$ cat src/rtl/dmem_arb_pkg.sv
// Shared constants for the instruction/data cache memory arbiter:
// widths, FSM state codes, requester IDs and the latched operation type.
package dmem_arb_pkg;

   localparam int ADDR_W_DEF  = 28;
   localparam int BLOCK_W_DEF = 128;
   localparam int TIMEOUT_DEF = 64;

   localparam logic [1:0] S_IDLE  = 2'b00;
   localparam logic [1:0] S_GRANT = 2'b01;
   localparam logic [1:0] S_DONE  = 2'b10;

   localparam logic REQ_ICACHE = 1'b0;
   localparam logic REQ_DCACHE = 1'b1;

   typedef enum logic {
      OP_READ  = 1'b0,
      OP_WRITE = 1'b1
   } op_e;

   // A port requests a transfer when either strobe is high.
   function automatic logic is_req(input logic rd, input logic wr);
      return rd | wr;
   endfunction

endpackage

$ cat src/rtl/dmem_arbiter_rr_pick2.sv
// Two-way round-robin select: on a tie the requester that did not win last
// time is chosen; a lone requester always wins.
module rr_pick2
   import dmem_arb_pkg::*;
(
   input  logic req0,
   input  logic req1,
   input  logic last_grant,
   output logic valid,
   output logic id
);

   // Pick the winner from the current requests and the previous winner.
   always_comb begin
      valid = req0 | req1;
      if (req0 && req1) begin
         id = ~last_grant;
      end else if (req1) begin
         id = REQ_DCACHE;
      end else begin
         id = REQ_ICACHE;
      end
   end

endmodule

$ cat src/rtl/dmem_arbiter.sv
// Shares one block-wide data memory between the icache (c0) and dcache (c1),
// one transfer at a time, with a hung-memory watchdog.
module dmem_arbiter
   import dmem_arb_pkg::*;
#(
   parameter int ADDR_W         = ADDR_W_DEF,
   parameter int BLOCK_W        = BLOCK_W_DEF,
   parameter int TIMEOUT_CYCLES = TIMEOUT_DEF
)(
   input  logic               clock,
   input  logic               reset,
   input  logic               c0_read,
   input  logic               c0_write,
   input  logic [ADDR_W-1:0]  c0_address,
   input  logic [BLOCK_W-1:0] c0_writedata,
   output logic [BLOCK_W-1:0] c0_readdata,
   output logic               c0_busywait,
   input  logic               c1_read,
   input  logic               c1_write,
   input  logic [ADDR_W-1:0]  c1_address,
   input  logic [BLOCK_W-1:0] c1_writedata,
   output logic [BLOCK_W-1:0] c1_readdata,
   output logic               c1_busywait,
   output logic               mem_read,
   output logic               mem_write,
   output logic [ADDR_W-1:0]  mem_address,
   output logic [BLOCK_W-1:0] mem_writedata,
   input  logic [BLOCK_W-1:0] mem_readdata,
   input  logic               mem_busywait,
   output logic               grant_id,
   output logic               timeout_err
);

   localparam int              WD_W    = $clog2(TIMEOUT_CYCLES + 1);
   localparam logic [WD_W-1:0] WD_LAST = WD_W'(TIMEOUT_CYCLES - 1);

   logic               c0_req, c1_req, pick_valid, pick_id;
   logic [1:0]         state_q, state_d;
   op_e                op_q, op_d;
   logic               mem_read_q, mem_read_d, mem_write_q, mem_write_d;
   logic [ADDR_W-1:0]  mem_address_q, mem_address_d;
   logic [BLOCK_W-1:0] mem_writedata_q, mem_writedata_d;
   logic [BLOCK_W-1:0] c0_readdata_q, c0_readdata_d, c1_readdata_q, c1_readdata_d;
   logic               grant_id_q, grant_id_d, last_grant_q, last_grant_d;
   logic [WD_W-1:0]    wdog_q, wdog_d;
   logic               timeout_err_q, timeout_err_d;

   assign c0_req = is_req(c0_read, c0_write);
   assign c1_req = is_req(c1_read, c1_write);

   // Stall is released only for the owner, and only during its DONE cycle.
   assign c0_busywait = c0_req && !((state_q == S_DONE) && (grant_id_q == REQ_ICACHE));
   assign c1_busywait = c1_req && !((state_q == S_DONE) && (grant_id_q == REQ_DCACHE));

   rr_pick2 u_pick (
      .req0       (c0_req),
      .req1       (c1_req),
      .last_grant (last_grant_q),
      .valid      (pick_valid),
      .id         (pick_id)
   );

   // Arbitration FSM, request latching, read-data capture and watchdog.
   always_comb begin
      state_d         = state_q;
      op_d            = op_q;
      mem_read_d      = mem_read_q;
      mem_write_d     = mem_write_q;
      mem_address_d   = mem_address_q;
      mem_writedata_d = mem_writedata_q;
      c0_readdata_d   = c0_readdata_q;
      c1_readdata_d   = c1_readdata_q;
      grant_id_d      = grant_id_q;
      last_grant_d    = last_grant_q;
      wdog_d          = wdog_q;
      timeout_err_d   = timeout_err_q;
      case (state_q)
         S_IDLE: begin
            mem_read_d  = 1'b0;
            mem_write_d = 1'b0;
            if (pick_valid) begin
               state_d    = S_GRANT;
               grant_id_d = pick_id;
               wdog_d     = {WD_W{1'b0}};
               // Read wins when a port raises both strobes.
               if (pick_id == REQ_DCACHE) begin
                  op_d            = c1_read ? OP_READ : OP_WRITE;
                  mem_address_d   = c1_address;
                  mem_writedata_d = c1_writedata;
               end else begin
                  op_d            = c0_read ? OP_READ : OP_WRITE;
                  mem_address_d   = c0_address;
                  mem_writedata_d = c0_writedata;
               end
               mem_read_d  = (op_d == OP_READ);
               mem_write_d = (op_d == OP_WRITE);
            end else begin
               state_d = S_IDLE;
            end
         end
         S_GRANT: begin
            // wdog_q == 0 marks the first GRANT cycle, where busywait is not yet valid.
            if ((wdog_q != {WD_W{1'b0}}) && !mem_busywait) begin
               state_d     = S_DONE;
               mem_read_d  = 1'b0;
               mem_write_d = 1'b0;
               if ((op_q == OP_READ) && (grant_id_q == REQ_DCACHE)) begin
                  c1_readdata_d = mem_readdata;
               end else if (op_q == OP_READ) begin
                  c0_readdata_d = mem_readdata;
               end else begin
                  c0_readdata_d = c0_readdata_q;
               end
            end else if (wdog_q == WD_LAST) begin
               state_d       = S_DONE;
               mem_read_d    = 1'b0;
               mem_write_d   = 1'b0;
               timeout_err_d = 1'b1;
            end else begin
               wdog_d = wdog_q + WD_W'(1'b1);
            end
         end
         S_DONE: begin
            mem_read_d   = 1'b0;
            mem_write_d  = 1'b0;
            last_grant_d = grant_id_q;
            state_d      = S_IDLE;
         end
         default: begin
            mem_read_d  = 1'b0;
            mem_write_d = 1'b0;
            state_d     = S_IDLE;
         end
      endcase
   end

   // State and output registers; c0 wins the first tie after reset.
   always_ff @(posedge clock or posedge reset) begin
      if (reset) begin
         state_q         <= S_IDLE;
         op_q            <= OP_READ;
         mem_read_q      <= 1'b0;
         mem_write_q     <= 1'b0;
         mem_address_q   <= {ADDR_W{1'b0}};
         mem_writedata_q <= {BLOCK_W{1'b0}};
         c0_readdata_q   <= {BLOCK_W{1'b0}};
         c1_readdata_q   <= {BLOCK_W{1'b0}};
         grant_id_q      <= REQ_ICACHE;
         last_grant_q    <= REQ_DCACHE;
         wdog_q          <= {WD_W{1'b0}};
         timeout_err_q   <= 1'b0;
      end else begin
         state_q         <= state_d;
         op_q            <= op_d;
         mem_read_q      <= mem_read_d;
         mem_write_q     <= mem_write_d;
         mem_address_q   <= mem_address_d;
         mem_writedata_q <= mem_writedata_d;
         c0_readdata_q   <= c0_readdata_d;
         c1_readdata_q   <= c1_readdata_d;
         grant_id_q      <= grant_id_d;
         last_grant_q    <= last_grant_d;
         wdog_q          <= wdog_d;
         timeout_err_q   <= timeout_err_d;
      end
   end

   assign mem_read      = mem_read_q;
   assign mem_write     = mem_write_q;
   assign mem_address   = mem_address_q;
   assign mem_writedata = mem_writedata_q;
   assign c0_readdata   = c0_readdata_q;
   assign c1_readdata   = c1_readdata_q;
   assign grant_id      = grant_id_q;
   assign timeout_err   = timeout_err_q;

endmodule

$ cat config.mk
export PLATFORM = sky130hd
export DESIGN_NAME = dmem_arbiter
export DESIGN_NICKNAME = d
export VERILOG_FILES = /design/src/rtl/dmem_arb_pkg.sv /design/src/rtl/dmem_arbiter_rr_pick2.sv /design/src/rtl/dmem_arbiter.sv
export SDC_FILE = /design/constraint.sdc
export NUM_CORES = 1
export LEC_CHECK = 0
export BUFFER_PORTS_ARGS = -buffer_cell sky130_fd_sc_hd__buf_2
export CAP_MARGIN = 10
export CORE_AREA = 2 2 338 340
export DETAILED_ROUTE_END_ITERATION = 8
export DIE_AREA = 0 0 340 342
export SLEW_MARGIN = 5
export SYNTH_ARGS = -nofsm -noshare
export SYNTH_HDL_FRONTEND = slang
export SYNTH_HIERARCHICAL = 1
export SYNTH_SLANG_ARGS = --single-unit
$ cat constraint.sdc
create_clock -name clock -period 30.6 [get_ports clock]
set_input_delay 9.18 -clock clock [delete_from_list [all_inputs] [get_ports clock]]
set_output_delay 9.18 -clock clock [all_outputs]
set_load 0.02 [all_outputs]
## Yosys cells after proc, flatten, opt, wreduce, memory -nomap -nowiden

Index checks and enable logic that the tools add are counted.

| cells by class | value |
|---|---|
| $add $sub $neg | 1 |
| equal/unequal tests | 7 |
| muxes and demuxes | 23 |
| bitwise operators | 9 |
| reduce and logical (&&, ||, !) cells | 18 |

Operators by type and width:

| cell | count |
|---|---|
| 2-to-1 mux 128 bit | 1 |
| 2-to-1 mux 28 bit | 1 |
| 2-to-1 mux 7 bit | 3 |
| one-hot mux 7 bit (2 select lines) | 1 |
| 2-to-1 mux 1 bit | 12 |
| AND reduction 4 bit | 2 |
| adder 7 x 1 -> 7 bit, second input constant | 1 |
| equality test 7 x 6 -> 1 bit, second input constant | 1 |
| logical AND 1 bit | 7 |
| nonzero test 7 bit | 1 |
| != test 2 bit, second input constant | 3 |
| NOT 1 bit | 6 |
| AND reduction 3 bit | 2 |
| 2-to-1 mux 2 bit | 2 |
| one-hot mux 1 bit (2 select lines) | 2 |
| one-hot mux 2 bit (2 select lines) | 1 |
| logical NOT 1 bit | 3 |
| != test 3 bit, second input constant | 1 |
| bitwise OR 1 bit | 3 |
| equality test 2 x 1 -> 1 bit, second input constant | 1 |
| equality test 2 bit, second input constant | 1 |
| logical NOT 2 bit | 1 |
| AND reduction 2 bit | 1 |
| nonzero test 2 bit | 1 |

| storage, ports and cells | value |
|---|---|
| register bits after elaboration | 427 |
| word-level logic and storage cells | 70 |

## Logic depth before layout (Yosys ltp)

| logic depth | value |
|---|---|
| depth in word-level cells | 9 |
| depth in mapped cells | 8 |
| gate-level depth less buffers | 6 |

## Hierarchy

Netlist, hierarchy kept.

Modules (own cells, without submodules):

| module | times used | cells each | area each (um^2) | seq. area each (um^2) |
|---|---|---|---|---|
| dmem_arbiter | 1 | 1297 | 18582.8 | 10686.5 |
| rr_pick2 | 1 | 2 | 13.8 | 0.0 |

## Least setup slack after synthesis

No wires, ideal clock.

| timing | value |
|---|---|
| path kind | in2out |
| start point | in c0_write |
| end point | out c0_busywait |
| data arrival time | 9.646 ns |
| data required time | 21.420 ns |
| path slack | 11.774 ns |
| cell stages on the path | 2 |
| path buffers | 0 |
| cell sequence | or2_2 -> o21a_1 |

| on the way | value |
|---|---|
| word-level cells in the longest chain between the ends | 2 |

Ends and longest elaborated chain:

| element | RTL line | source |
|---|---|---|
| start, declared | dmem_arbiter.sv:13 | `input logic c0_write,` |
| bitwise OR 1 bit | dmem_arb_pkg.sv:23 | `return rd \| wr;` |
| logical AND 1 bit | dmem_arbiter.sv:52 | `assign c0_busywait = c0_req && !((state_q == S_DONE) && (grant_id_q == REQ_ICACHE));` |
| end, declared | dmem_arbiter.sv:17 | `output logic c0_busywait,` |

Every way passes these cells.

## Worst setup path after layout

| timing | value |
|---|---|
| start point | in c1_write |
| end point | out c1_busywait |

| on the way | value |
|---|---|
| word-level cells in the longest chain between the ends | 2 |

Ends and longest elaborated chain:

| element | RTL line | source |
|---|---|---|
| start, declared | dmem_arbiter.sv:19 | `input logic c1_write,` |
| bitwise OR 1 bit | dmem_arb_pkg.sv:23 |  |
| via c1_req | dmem_arbiter.sv:37 | `logic c0_req, c1_req, pick_valid, pick_id;` |
| logical AND 1 bit | dmem_arbiter.sv:53 | `assign c1_busywait = c1_req && !((state_q == S_DONE) && (grant_id_q == REQ_DCACHE));` |
| end, declared | dmem_arbiter.sv:23 | `output logic c1_busywait,` |

The timed path passes the listed nets, and every way through them passes these cells.

==> results.py <==
metrics = {
    "pwr": {
        "power_switching_mw": 1.23,
        "peakVddDrop_uv": 52.4,
        "power.density_mw_per_mm2": 116,
        "seq_power_share_pct": 33.1,
        "internal_power_mw": 1.77,
        "p_clk_share_pct": 21.1,
        "switching_share_pct": 41.0,
        "leakage_nw": 13.2,
        "power.share.combinational_pct": 45.8,
    },
    "global_route": {
        "antenna_found_initial": 47,
        "grt_max_degree": 116,
        "overflow": 0,
        "grt_pass1_vias": 13300,
        "grt.total_usage_pct": 12.6,
        "grt_pass1_wl_um": 105000,
    },
    "final_layout": {
        "final_cell_mix": "buf_2, dfrtp_1, mux2_4, nand2_1, o21ai_0",
        "stdcell_count": 3702,
        "nNetsFinal": 2600,
        "synthToLayoutAreaGrowth_pct": 39.6,
        "multiInputGateArea_mm2": 0.00713,
        "post_route_cells_drive_above_1_share_pct": 56.2,
        "regArea_mm2": 0.0107,
        "final_area_mm2": 0.0260,
        "layout_commonest_cell": "buf_2",
        "num-fill-cells": 12100,
    },
    "flow_run": {
        "maxCapViolations": 0,
    },
    "clock_tree": {
        "holdBufCountCts": 0,
        "cts-resized-gates": 0,
        "post_cts.repair.setup_buffers": 0,
        "numClockSinks": 427,
        "cts.path.max_buffers": 3,
        "h-tree-depth": 2,
        "cts_tree": "yes",
        "cts_buffers": 49,
        "clk_pin_slew_ns": 0.06,
        "clkLatencyLatePin_ns": 0.61,
        "root_buffer": "clkbuf_16",
    },
    "sta": {
        "max-slew-margin-rel_pct": 28.2,
        "tightest_slew_ns": 1.08,
        "setup_viol": 0,
        "layout_min_cycle_time_ns": 19.09,
        "maxSlewViolCount": 0,
        "fin_tns_setup_ns": 0,
        "skew_ns": 0.0223,
        "post-route-period-util_pct": 62.4,
        "rsz0062_at_grt": "false",
        "hold_viol": 0,
        "fmax_ghz": 0.0524,
        "holdWs_ns": 0.455,
        "layout_setup_ws_ns": 11.51,
    },
    "synth": {
        "ys_ff_latch": 427,
        "syn_nets": 1748,
        "yosysTopAreaCell": "dfrtp_1",
        "async_flop_share_pct": 100,
        "synth_enable_flop_cells": 0,
        "yosys_warnings": 6,
        "synth_top_area_share_pct": 57.3,
        "ys_seq_area_share_pct": 57.5,
        "netlist_instances": 1299,
        "synth_area_leaders": "dfrtp_1, mux2_4, mux2i_1, o21ai_0, nand2_1",
        "synth.avg_cell_area_um2": 14.3,
        "netlist_area_mm2": 0.0186,
        "ys_types": 39,
        "ys.flop_type": "dfrtp_1",
    },
    "critical_path": {
        "path_max_fanout": 3,
        "critPathRequiredTime_ns": 21.42,
        "startpoint": "c1_write",
        "start_kind": "input port",
        "cp.arrival_ns": 9.91,
        "timing.rr.start": "wdog_q[0]$_DFFE_PP0P_",
        "end_kind": "output port",
        "criticalPathCategory": "in2out",
    },
    "route": {
        "highest_layer": "met5",
        "drt-total-wl_um": 75700,
        "avgRoutedWirePerCell_um": 20.5,
        "drt-initial-drc-count": 558,
        "viasPerCell": 3.62,
        "ant_nets": 0,
        "post-route-drc-count": 0,
        "vias": 13400,
        "wl_met2_um": 37000,
        "met3_length_um": 5010,
        "dr.pass1.iters": 5,
        "wl_met1_um": 31600,
    },
    "min_path": {
        "min_path_type": "reg2reg",
        "hold_start": "timeout_err$_DFFE_PP0P_",
    },
    "placed_design": {
        "hpwlAfterDp_um": 62100,
        "dpl_worst_slack_ns": 11.50,
        "dp.cells": 3612,
        "placed_area_mm2": 0.0242,
        "io_buffers": 864,
        "place_congestion": 0.876,
    },
    "die": {
        "fp.dieArea_mm2": 0.116,
        "die_width_um": 340,
        "ioPinCount": 865,
        "die_h_um": 342,
        "rows": 124,
        "core_mm2": 0.113,
        "initial_core_util_pct": 16.4,
    },
    "outcome": {
        "outcome": "completed",
    },
}
==> per-stage QoR <==
stage / total power, mW / util [%]
after floorplan: 1.88 / -
after global placement: 2.39 / 21.4
after detailed placement: 2.41 / 21.4
after CTS: 3.06 / 23.0
after global routing: 3.19 / 23.0
final: 3.01 / 23.0
==> synth_stat cells, drive strengths merged (2+ instances only) <==
cell type,instances
o21a,2
nand2,167
nand2b,2
o211ai,3
mux2i,159
nor4b,2
clkbuf,38
nor2,3
buf,43
ha,2
dfrtp,426
inv,9
or2,3
mux2,256
nand3,4
nor3,2
o21ai,161
==> worst max-delay path, cell delays in order <==
cell,delay (ns)
buf_2,0.09
or2_2,0.31
o21a_1,0.15
buf_2,0.17
==> kinds of logic after synthesis <==
kind of cell             count (synthesis)  share of synthesized area [%]
AO/OA/AOI/OAI                          175                           4.90
flip-flops                             427                           57.5
multiplexers                           415                           28.9
buffers and inverters                   90                           4.27
AND/OR/NAND/NOR                        190                           4.32
adder cells (fa/ha/maj)                  2                          0.135
==> flip-flops by register name, summed over array words and instances (netlist names), 2 cells and up <==
signal         cells
state_q            2
c1_readdata      128
mem_writedata    128
c0_readdata      128
mem_address       28
wdog_q             7
==> final timing paths <==
path | endpoint | slack (ns) | cells past startpoint
max | c1_busywait | 11.51 | 4
min | timeout_err$_DFFE_PP0P_ | 0.46 | 1
max reg2reg | c0_readdata[110]$_DFFE_PP0P_ | 26.62 | 8
min reg2reg | timeout_err$_DFFE_PP0P_ | 0.46 | 1
max in group asynchronous | mem_writedata[10]$_DFFE_PP0N_ | 18.81 | 5
min in group asynchronous | c0_readdata[2]$_DFFE_PP0P_ | 8.74 | 2
==> power groups by stage <==
stage          clock (mW)  sequential (mW)  combinational [mW]
6_report            0.634            0.996                1.38
5_1_grt             0.680             1.03                1.48
4_1_cts             0.657            0.998                1.41
3_5_place_dp            0             1.00                1.41
3_3_place_gp            0            0.993                1.39
2_1_floorplan           0             1.32               0.563
==> area by class of cell <==
class                   instances  share of cell area, %
flip-flops and latches        427                   41.2
multi-input cells             782                   27.5
repair buffers                882                   17.2
well taps                    1512                   7.29
clock buffers                  64                   5.25
clock inverters                25                   1.42
inverters                       9                  0.159
diodes                          1                0.00964
==> layer usage <==
layer | vias to the layer above | track usage, %
met3 | 162 | 3.23
li1 | 6234 | -
met4 | 14 | 2.81
met1 | 6374 | 15.8
met5 | - | 0
met2 | 632 | 21.6
Note: power is estimated with default switching activity, not from simulation.
